--- src/rtl/mem_access_unit_pkg.sv ---
// rtl/mem_access_unit_pkg.sv - shared size codes, bus width and FSM encoding for mem_access_unit
package mem_access_unit_pkg;

    localparam int DATA_W = 32;

    localparam logic [1:0] SZ_B = 2'b00;
    localparam logic [1:0] SZ_H = 2'b01;
    localparam logic [1:0] SZ_W = 2'b10;
    localparam int SZ_UNSIGNED = 2;

    typedef enum logic [1:0] {
        ST_IDLE = 2'd0,
        ST_REQ  = 2'd1,
        ST_DONE = 2'd2
    } state_t;

endpackage

--- src/rtl/mem_lane_align.sv ---
// rtl/mem_lane_align.sv - byte-lane steering: store enables/replication, load extraction/extension, alignment check
module mem_lane_align
    import mem_access_unit_pkg::*;
(
    input  logic [2:0]        size,
    input  logic [1:0]        offset,
    input  logic [DATA_W-1:0] store_data,
    input  logic [DATA_W-1:0] bus_word,
    output logic [3:0]        be,
    output logic [DATA_W-1:0] lane_data,
    output logic [DATA_W-1:0] load_data,
    output logic              misalign
);

    logic        sign_ext;
    logic [7:0]  byte_sel;
    logic [15:0] half_sel;

    always_comb begin
        be        = 4'b1111;
        lane_data = store_data;
        load_data = bus_word;
        misalign  = 1'b0;
        sign_ext  = ~size[SZ_UNSIGNED];
        byte_sel  = bus_word[7:0];
        case (offset)
            2'd1:    byte_sel = bus_word[15:8];
            2'd2:    byte_sel = bus_word[23:16];
            2'd3:    byte_sel = bus_word[31:24];
            default: byte_sel = bus_word[7:0];
        endcase
        half_sel = offset[1] ? bus_word[31:16] : bus_word[15:0];

        // Reserved code 2'b11 and unsigned-word both fall through to word handling.
        case (size[1:0])
            SZ_B: begin
                be        = 4'b0001 << offset;
                lane_data = {4{store_data[7:0]}};
                load_data = {{24{sign_ext & byte_sel[7]}}, byte_sel};
            end
            SZ_H: begin
                misalign  = offset[0];
                be        = 4'b0011 << offset;
                lane_data = {2{store_data[15:0]}};
                load_data = {{16{sign_ext & half_sel[15]}}, half_sel};
            end
            default: begin
                misalign  = (offset != 2'b00);
            end
        endcase
    end

endmodule

--- src/rtl/mem_access_unit.sv ---
// rtl/mem_access_unit.sv - MEM-stage load/store responder on an ack-handshaked bus; optional MEM_ACCESS_TIMEOUT_EN
module mem_access_unit
    import mem_access_unit_pkg::*;
#(
    parameter int ADDR_W         = 32,
    parameter int TIMEOUT_CYCLES = 255
) (
    input  logic              clk,
    input  logic              rst,
    input  logic              req_valid,
    input  logic              req_we,
    input  logic [2:0]        req_size,
    input  logic [ADDR_W-1:0] req_addr,
    input  logic [DATA_W-1:0] req_wdata,
    output logic              stall,
    output logic              done,
    output logic [DATA_W-1:0] load_data,
    output logic              misalign,
    output logic              bus_err,
    output logic              bus_req,
    output logic              bus_we,
    output logic [ADDR_W-1:0] bus_addr,
    output logic [3:0]        bus_be,
    output logic [DATA_W-1:0] bus_wdata,
    input  logic              bus_ack,
    input  logic [DATA_W-1:0] bus_rdata
);

    state_t            state;
    state_t            next_state;
    logic [1:0]        offset_q;
    logic [2:0]        size_q;
    logic              misalign_q;
    logic              timeout_hit;

    logic [2:0]        lane_size;
    logic [1:0]        lane_offset;
    logic [3:0]        lane_be;
    logic [DATA_W-1:0] lane_wdata;
    logic [DATA_W-1:0] lane_load;
    logic              lane_misalign;

    // One aligner serves both directions: request fields in IDLE, captured fields in REQ.
    assign lane_size   = (state == ST_IDLE) ? req_size : size_q;
    assign lane_offset = (state == ST_IDLE) ? req_addr[1:0] : offset_q;

    mem_lane_align u_lane (
        .size       (lane_size),
        .offset     (lane_offset),
        .store_data (req_wdata),
        .bus_word   (bus_rdata),
        .be         (lane_be),
        .lane_data  (lane_wdata),
        .load_data  (lane_load),
        .misalign   (lane_misalign)
    );

    always_ff @(posedge clk or posedge rst) begin
        if (rst) begin
            state <= ST_IDLE;
        end else begin
            state <= next_state;
        end
    end

    always_comb begin
        next_state = state;
        stall      = 1'b0;
        bus_req    = 1'b0;
        done       = 1'b0;
        case (state)
            ST_IDLE: begin
                stall = req_valid;
                if (req_valid) begin
                    next_state = lane_misalign ? ST_DONE : ST_REQ;
                end
            end
            ST_REQ: begin
                stall   = 1'b1;
                bus_req = 1'b1;
                if (bus_ack || timeout_hit) begin
                    next_state = ST_DONE;
                end
            end
            ST_DONE: begin
                done       = 1'b1;
                next_state = ST_IDLE;
            end
            default: begin
                next_state = ST_IDLE;
            end
        endcase
        if (rst) begin
            stall = 1'b0;
        end
    end

    always_ff @(posedge clk or posedge rst) begin
        if (rst) begin
            bus_we     <= 1'b0;
            bus_addr   <= '0;
            bus_be     <= 4'b0000;
            bus_wdata  <= '0;
            offset_q   <= 2'b00;
            size_q     <= 3'b000;
            misalign_q <= 1'b0;
            load_data  <= '0;
        end else begin
            // Result flags live for exactly the DONE cycle.
            misalign_q <= 1'b0;
            load_data  <= '0;
            case (state)
                ST_IDLE: begin
                    if (req_valid) begin
                        if (lane_misalign) begin
                            misalign_q <= 1'b1;
                        end else begin
                            bus_addr  <= {req_addr[ADDR_W-1:2], 2'b00};
                            bus_we    <= req_we;
                            bus_be    <= lane_be;
                            bus_wdata <= lane_wdata;
                            offset_q  <= req_addr[1:0];
                            size_q    <= req_size;
                        end
                    end
                end
                ST_REQ: begin
                    if (bus_ack && !bus_we) begin
                        load_data <= lane_load;
                    end
                end
                default: begin
                end
            endcase
        end
    end

    assign misalign = misalign_q;

`ifdef MEM_ACCESS_TIMEOUT_EN
    localparam int CNT_RAW = $clog2(TIMEOUT_CYCLES + 1);
    localparam int CNT_W   = (CNT_RAW < 8) ? 8 : ((CNT_RAW > 32) ? 32 : CNT_RAW);
    localparam logic [CNT_W-1:0] CNT_LAST = CNT_W'(TIMEOUT_CYCLES - 1);

    logic [CNT_W-1:0] to_cnt;
    logic             bus_err_q;

    // Counts unacknowledged REQ cycles; an ack on the final cycle still completes normally.
    assign timeout_hit = (state == ST_REQ) && !bus_ack && (to_cnt == CNT_LAST);

    always_ff @(posedge clk or posedge rst) begin
        if (rst) begin
            to_cnt    <= '0;
            bus_err_q <= 1'b0;
        end else begin
            bus_err_q <= timeout_hit;
            if (state == ST_IDLE) begin
                to_cnt <= '0;
            end else if (state == ST_REQ && !bus_ack) begin
                to_cnt <= to_cnt + 1'b1;
            end
        end
    end

    assign bus_err = bus_err_q;
`else
    localparam int unused_timeout_cycles = TIMEOUT_CYCLES;

    assign timeout_hit = 1'b0;
    assign bus_err     = 1'b0;
`endif

endmodule

--- config.mk ---
export PLATFORM = sky130hd
export DESIGN_NAME = mem_access_unit
export DESIGN_NICKNAME = d
export VERILOG_FILES = /design/src/rtl/mem_access_unit_pkg.sv /design/src/rtl/mem_lane_align.sv /design/src/rtl/mem_access_unit.sv
export SDC_FILE = /design/constraint.sdc
export NUM_CORES = 1
export LEC_CHECK = 0
export BUFFER_PORTS_ARGS = -buffer_cell sky130_fd_sc_hd__buf_2
export CAP_MARGIN = 10
export CORE_AREA = 2 2 118 120
export DETAILED_ROUTE_END_ITERATION = 7
export DIE_AREA = 0 0 120 122
export GPL_ROUTABILITY_DRIVEN = 0
export PLACE_DENSITY = 0.67
export SYNTH_ARGS = -nofsm -noshare
export SYNTH_HDL_FRONTEND = slang
export SYNTH_SLANG_ARGS = --single-unit
--- constraint.sdc ---
create_clock -name clk -period 5.1 [get_ports clk]
set_clock_uncertainty 0.2 [all_clocks]
set_input_delay 0.255 -clock clk [delete_from_list [all_inputs] [get_ports clk]]
set_output_delay 0.255 -clock clk [all_outputs]
set_load 0.01 [all_outputs]
Yosys cells after proc, flatten, opt, wreduce, memory -nomap -nowiden
Index checks and enable logic that the tools add are counted.
{ "op_classes": {"add_sub_neg": 0, "mul": 0, "n_div": 0, "magnitude_cmp": 0, "n_eq_ne": 8, "shift": 2, "muxes": 21, "bitwise": 4, "n_reduce_logical": 7} }
{ "ops": {"columns": ["op", "count"], "rows": [
  ["$pmux 32 s2", 2],
  ["$mux 32", 2],
  ["$pmux 8 s3", 1],
  ["$mux 16", 1],
  ["$mux 2", 4],
  ["$pmux 4 s2", 1],
  ["$eq 2x1->1 const B", 3],
  ["$eq 2x2->1 const B", 3],
  ["$mux 1", 6],
  ["$logic_not 2->1", 2],
  ["$ne 2x2->1 const B", 2],
  ["$pmux 1 s2", 2],
  ["$pmux 2 s2", 1],
  ["$shl 1x2->4 const A", 1],
  ["$shl 2x2->4 const A", 1],
  ["$mux 3", 1],
  ["$reduce_and 3->1", 1],
  ["$and 1x1->1", 2],
  ["$not 1->1", 2],
  ["$reduce_and 2->1", 1],
  ["$reduce_bool 2->1", 1],
  ["$logic_and 1x1->1", 1],
  ["$logic_not 1->1", 1]
]} }
{ "totals": {"ff_bits": 107, "latchBits": 0, "ram_bits": 0, "mem_bits_ro": 0, "inputBits": 104, "out_inout_bits": 106, "elab_cells": 51, "mem_count": 0} }

Longest topological paths before layout
{ "depth": {"ltp_word": 8, "depth_mapped": 8, "ltp_nobuf": 6} }

Cells and area by module
A second synthesis with hierarchy kept.
{ "unflattened": {"cells_unflattened": 461, "hier_area_um2": 5582.9} }
{ "modules_own_cells": {"columns": ["module", "instances", "cells_each", "area_each_um2", "seq_area_each_um2"], "rows": [
  ["mem_access_unit", 1, 247, 4309.1, 2677.6],
  ["mem_lane_align", 1, 214, 1273.7, 0.0]
]} }

Least setup slack after synthesis
OpenSTA, ideal clock, no wires.
{ "synth_timing": {"kind": "register -> register", "start": "register state[1]", "end": "register load_data[16]", "setup_ns": 0.136, "arrival_time_ns": 1.911, "required_time_ns": 4.764, "slack_ns": 2.853, "path_stages_with_launch": 7, "n_path_buf": 1, "synth_period_minus_slack_ns": 2.247, "cell_sequence": "dfrtp_1 -> or3b_2 -> nand2_2 -> mux2_2 -> a22oi_4 -> buf_6 -> o22ai_1"} }
{ "synth_via": {"elab_chain_len": 8, "word_cells_on_any_way": 17, "classes_between": "eq/ne: 5; mux: 7; bitwise: 3; reduce/logical: 2"} }
{ "synth_rtl": {"columns": ["element", "line", "rtl"], "rows": [
  ["start: declaration", "mem_access_unit.sv:29", "state_t state;"],
  ["start signal: assignment", "mem_access_unit.sv:62", "state <= next_state;"],
  ["$logic_not 2->1", "mem_access_unit.sv:44, mem_access_unit.sv:45", null],
  ["$mux 2", "mem_access_unit.sv:45", "assign lane_offset = (state == ST_IDLE) ? req_addr[1:0] : offset_q;"],
  ["$eq 2x2->1 or $eq 2x1->1 (tied branches)", "mem_lane_align.sv:26", "case (offset)"],
  ["$pmux 8 s3", "mem_lane_align.sv:26", null],
  ["$and 1x1->1", "mem_lane_align.sv:39", "load_data = {{24{sign_ext & byte_sel[7]}}, byte_sel};"],
  ["$pmux 32 s2", "mem_lane_align.sv:35", "case (size[1:0])"],
  ["$mux 32", "mem_access_unit.sv:128", "if (bus_ack && !bus_we) begin"],
  ["$mux 32 (*)", "mem_access_unit.sv:112", "case (state)"],
  ["end signal: assignment", "mem_access_unit.sv:129", "load_data <= lane_load;"],
  ["end: declaration", "mem_access_unit.sv:17", "output logic [DATA_W-1:0] load_data,"]
]} }
Mark *: on every way between the ends. The rest lies on a longest branch, timed or not.
A chain may end at the register's enable or synchronous reset.

Worst setup path in the final report
{ "layout_timing": {"start": "register state[0]", "end": "register bus_addr[12]"} }
{ "layout_via": {"elab_chain_len": 6, "word_cells_on_any_way": 9, "classes_between": "eq/ne: 1; mux: 3; bitwise: 1; reduce/logical: 4"} }
{ "layout_rtl": {"columns": ["element", "line", "rtl"], "rows": [
  ["$logic_not 2->1 (*)", "mem_access_unit.sv:44, mem_access_unit.sv:45, mem_access_unit.sv:112", null],
  ["$mux 3 or $mux 2 (tied branches)", "mem_access_unit.sv:44, mem_access_unit.sv:45", null],
  ["$eq 2x1->1 (tied with other cells)", "mem_lane_align.sv:35", null],
  ["$pmux 1 s2", "mem_lane_align.sv:35", null],
  ["$not 1->1 (no source line)", null, null],
  ["$reduce_and 3->1 (no source line) (*)", null, null],
  ["end signal: assignment", "mem_access_unit.sv:118", "bus_addr <= {req_addr[ADDR_W-1:2], 2'b00};"],
  ["end: declaration", "mem_access_unit.sv:22", "output logic [ADDR_W-1:0] bus_addr,"]
]} }
Marked as above.

==> key figures <==
Cells and area
  • Area added between synthesis and finish: 36.3%
  • Final std cells w/o fill: ~830
  • Inserted Diodes: 0
  • Layout cell share with drive strength beyond 1: between 40% and 50%
  • Post-layout net count: 746

Synthesis
  • Synth Instances: 412
  • Post-synthesis average cell area: 12.2 um^2
  • Fraction of post-synthesis cell area in the top cell type by area: a little over half
  • Dominant cell type by area after synthesis: dfrtp_1
  • Library cells used by synthesis: about 40
  • Warnings, synthesis: 0
  • Sequential element share of the synthesized area: 53.5%
  • Number of storage elements in the synthesis netlist: 107
  • Leading cell types by total area after synthesis: dfrtp_1 (53%), mux2_4 (9.0%), mux2i_1 (7.0%), o21ai_0 (4.5%), o22ai_1 (3.9%)
  • Cell area after synthesis: 5010 um^2

Clocking
  • Buffer levels on the longest clock path: 2
  • Number of CTS-inserted buffers: 9
  • Clock Sinks: roughly 110
  • CTS H-Tree Depth: 3
  • TritonCTS clock tree: yes
  • Insertion delay to the later sink of the worst-skew pair: 340 ps
  • CTS clk-pin slew, worst paths: 70 ps
  • CTS root buffer: clkbuf_16

Power
  • Worst ir drop on vdd: 0.281 mV
  • Pwr per Cell Area: 554 nW/um^2
  • Pleak: 0.00357 uW
  • Total Power: roughly 3800 uW

Worst setup path
  • Cells along the critical path: nor2_1 -> o31a_1 -> buf_4 -> a21o_4 -> mux2_2
  • Kind of start point of the critical path: flop
  • CP Capture Type: flop
  • Peak fanout along the critical path: just over 90
  • Critical path type: reg2reg
  • Data required time at the worst endpoint: 5120 ps
  • Arrival time of the worst setup path: about 3500 ps
  • Maximum cell stage delay along the critical path: 880 ps
  • Highest-delay cell along the critical path: a21o_4

STA
  • Setup repair after global routing missed its margin: false
  • Post-Route Setup TNS: 0 ps
  • Worst hold slack: approximately 11 ps
  • Worst-Margin Slew: 1140 ps
  • Setup WS post-layout: 1660 ps
  • Final Hold Vio Count: 0
  • Number of setup violations in the final report: 0
  • Final critical-path share of the clock period: a little under 70%
  • Worst-case headroom to the max-slew limit: 24.3%
  • Max Fclk: 291 MHz
  • Minimum clock period: 3440 ps
  • Final Max Slew Viols: 0

Outcome
  • Run status: completed

Die
  • Die Footprint: 14600 um^2
  • Number of placement rows: 43
  • Ports placed on the boundary: 210
  • Die X: 120 um
  • Starting density of the core: 37.1%
  • Die boundary height: between 100 and 150 um
  • Std-Cell Core Area: approximately 14000 um^2

Global routing
  • Pin count of the biggest net entering global routing: 94
  • Total routing resource utilization after global routing: 18.7%
  • First-pass GRT wire length: 21500 um
  • Final global-route overflow total: 0
  • Initial antenna violation count: 0
  • Number of global-route vias before repair: approximately 4300

Placement
  • Worst Setup Slack post-DPL: ~1600 ps
  • DPL Wire Length: 9480 um
  • Port buffer count: between 200 and 250
  • Number of cells after detailed placement: a little under 800

Detailed routing
  • Antenna violation net count after detailed routing: 0
  • Routed vias/inst: roughly 5.2
  • Total detailed-routing wirelength: 13800 um
  • Wire length per cell after detailed routing: 16.7 um
  • DRC: 0
  • Pre-Repair DR Iteration Count: 5
  • Vias after detailed routing: 4291
  • Starting DRT DRC Count: 455

Job
  • Number of max-cap violations: 0

Min path
  • Path category of the worst min-delay check: in2reg
-- stage by stage --
stage | instance area [um^2] | util (%)
3_5_place_dp | 6120 | 45.3
2_1_floorplan | 5020 | -
4_1_cts | 6830 | 50.6
3_3_place_gp | 6120 | 45.3
5_1_grt | 6830 | 50.6
6_report | 6830 | 50.6
-- registers in the layout, indices dropped and copies added, names as in the netlist --
signal	cells
size_q	3
offset_q	2
bus_be	4
bus_wdata	32
load_data	32
bus_addr	30
state	2
misalign	1
bus_we	1
-- cell usage in the layout (no fill, tap or decap), types with 3 or more instances in the layout --
master	instances
a21o_1	12
dlygate4sd3_1	39
nand2_1	32
a211oi_1	8
mux2_4	30
a21oi_1	3
clkbuf_16	9
or2_2	3
nor2b_1	4
o21ai_0	45
dfrtp_1	107
a221oi_1	7
buf_2	206
mux2_2	15
clkinvlp_4	4
conb_1	3
o22ai_1	31
mux2i_1	34
nor2_1	13
nand3_1	3
o31a_1	8
buf_4	4
-- cells in the mapped netlist --
library cell / n
a221oi_1: 7
mux2i_1: 35
nor2_8: 1
o21a_1: 1
nand2b_1: 2
inv_1: 2
buf_2: 4
or2_2: 3
a21oi_1: 3
o32ai_1: 1
o221ai_1: 1
o2111a_1: 1
and2_1: 1
a21oi_2: 1
a31oi_1: 1
nand2_1: 32
o22ai_1: 31
a211oi_1: 8
nor2_1: 13
o21ai_0: 45
buf_6: 9
a21o_1: 13
dfrtp_1: 107
a22oi_4: 1
nor2b_1: 4
nor3_1: 2
o31a_1: 8
buf_1: 1
or4_1: 1
a21bo_2: 1
nand2_2: 1
o211ai_1: 1
mux2i_4: 1
clkbuf_1: 14
nor3b_1: 1
buf_4: 4
mux2_4: 30
or3b_2: 1
nand3_1: 3
conb_1: 1
mux2_2: 15
-- cells by family (layout without fill, tap and decap cells) --
group                  count (synthesis)  in the layout  share of synthesized area [%]
other                                  1              3                         0.0749
DFF                                  107            107                           53.5
and+or+nand+nor                       65             65                           6.12
muxes                                 81             81                           19.8
AOI/OAI and AO/OA                    124            124                           16.2
buffers and inverters                 34            267                           4.30
-- timing repair --
item                      4_1_cts  5_1_grt
hold endpoints to repair       84        0
hold buffers                   39        0
buffers inserted                0        0
resized for setup               0        0
-- worst max-delay path, delay by kind of cell (launching register included) --
kind / cells / cell delay [ps]
compound gates: 2 / 1080
simple gates: 1 / 810
flops: 1 / 440
mux: 1 / 430
buf+inv: 1 / 260
-- where the power goes --
group          total (uW)  switching, uW  leakage, uW  internal (uW)
clock                 739            308     0.000141            431
sequential           1350            182      0.00135           1170
combinational        1690            901      0.00208            792
-- per-layer routing --
| metal | vias to the layer above | wire length, um | GRT usage [%] |
|---|---|---|---|
| met4 | 0 | 252 | 7.21 |
| met3 | 19 | 1280 | 4.40 |
| met2 | 235 | 6690 | 31.6 |
| met1 | 2068 | 5580 | 23.1 |
| li1 | 1969 | - | - |
| met5 | - | 0 | 0 |
-- final timing paths --
path | start | endpoint | slack (ps) | cells past startpoint
worst max-delay path | state[0] | bus_addr[12] | 1660 | 5
worst min-delay path | req_wdata[23] | bus_wdata[23] | 10 | 3
worst max register to register | state[0] | bus_addr[12] | 1660 | 5
worst min register to register | bus_wdata[31] | bus_wdata[31] | 270 | 1
max in group asynchronous | rst | bus_wdata[13] | 3140 | 4
min in group asynchronous | rst | misalign | 330 | 3
-- cell type report --
cell class,count,area (um^2)
Fill cell,1216,6680
Inverter,2,10.0
Clock buffer,10,229
Timing Repair Buffer,249,1450
Multi-Input combinational cell,273,2140
Clock inverter,6,90.1
Tap cell,180,225
Sequential cell,107,2680
No activity file was read; power rests on OpenSTA's default activity.
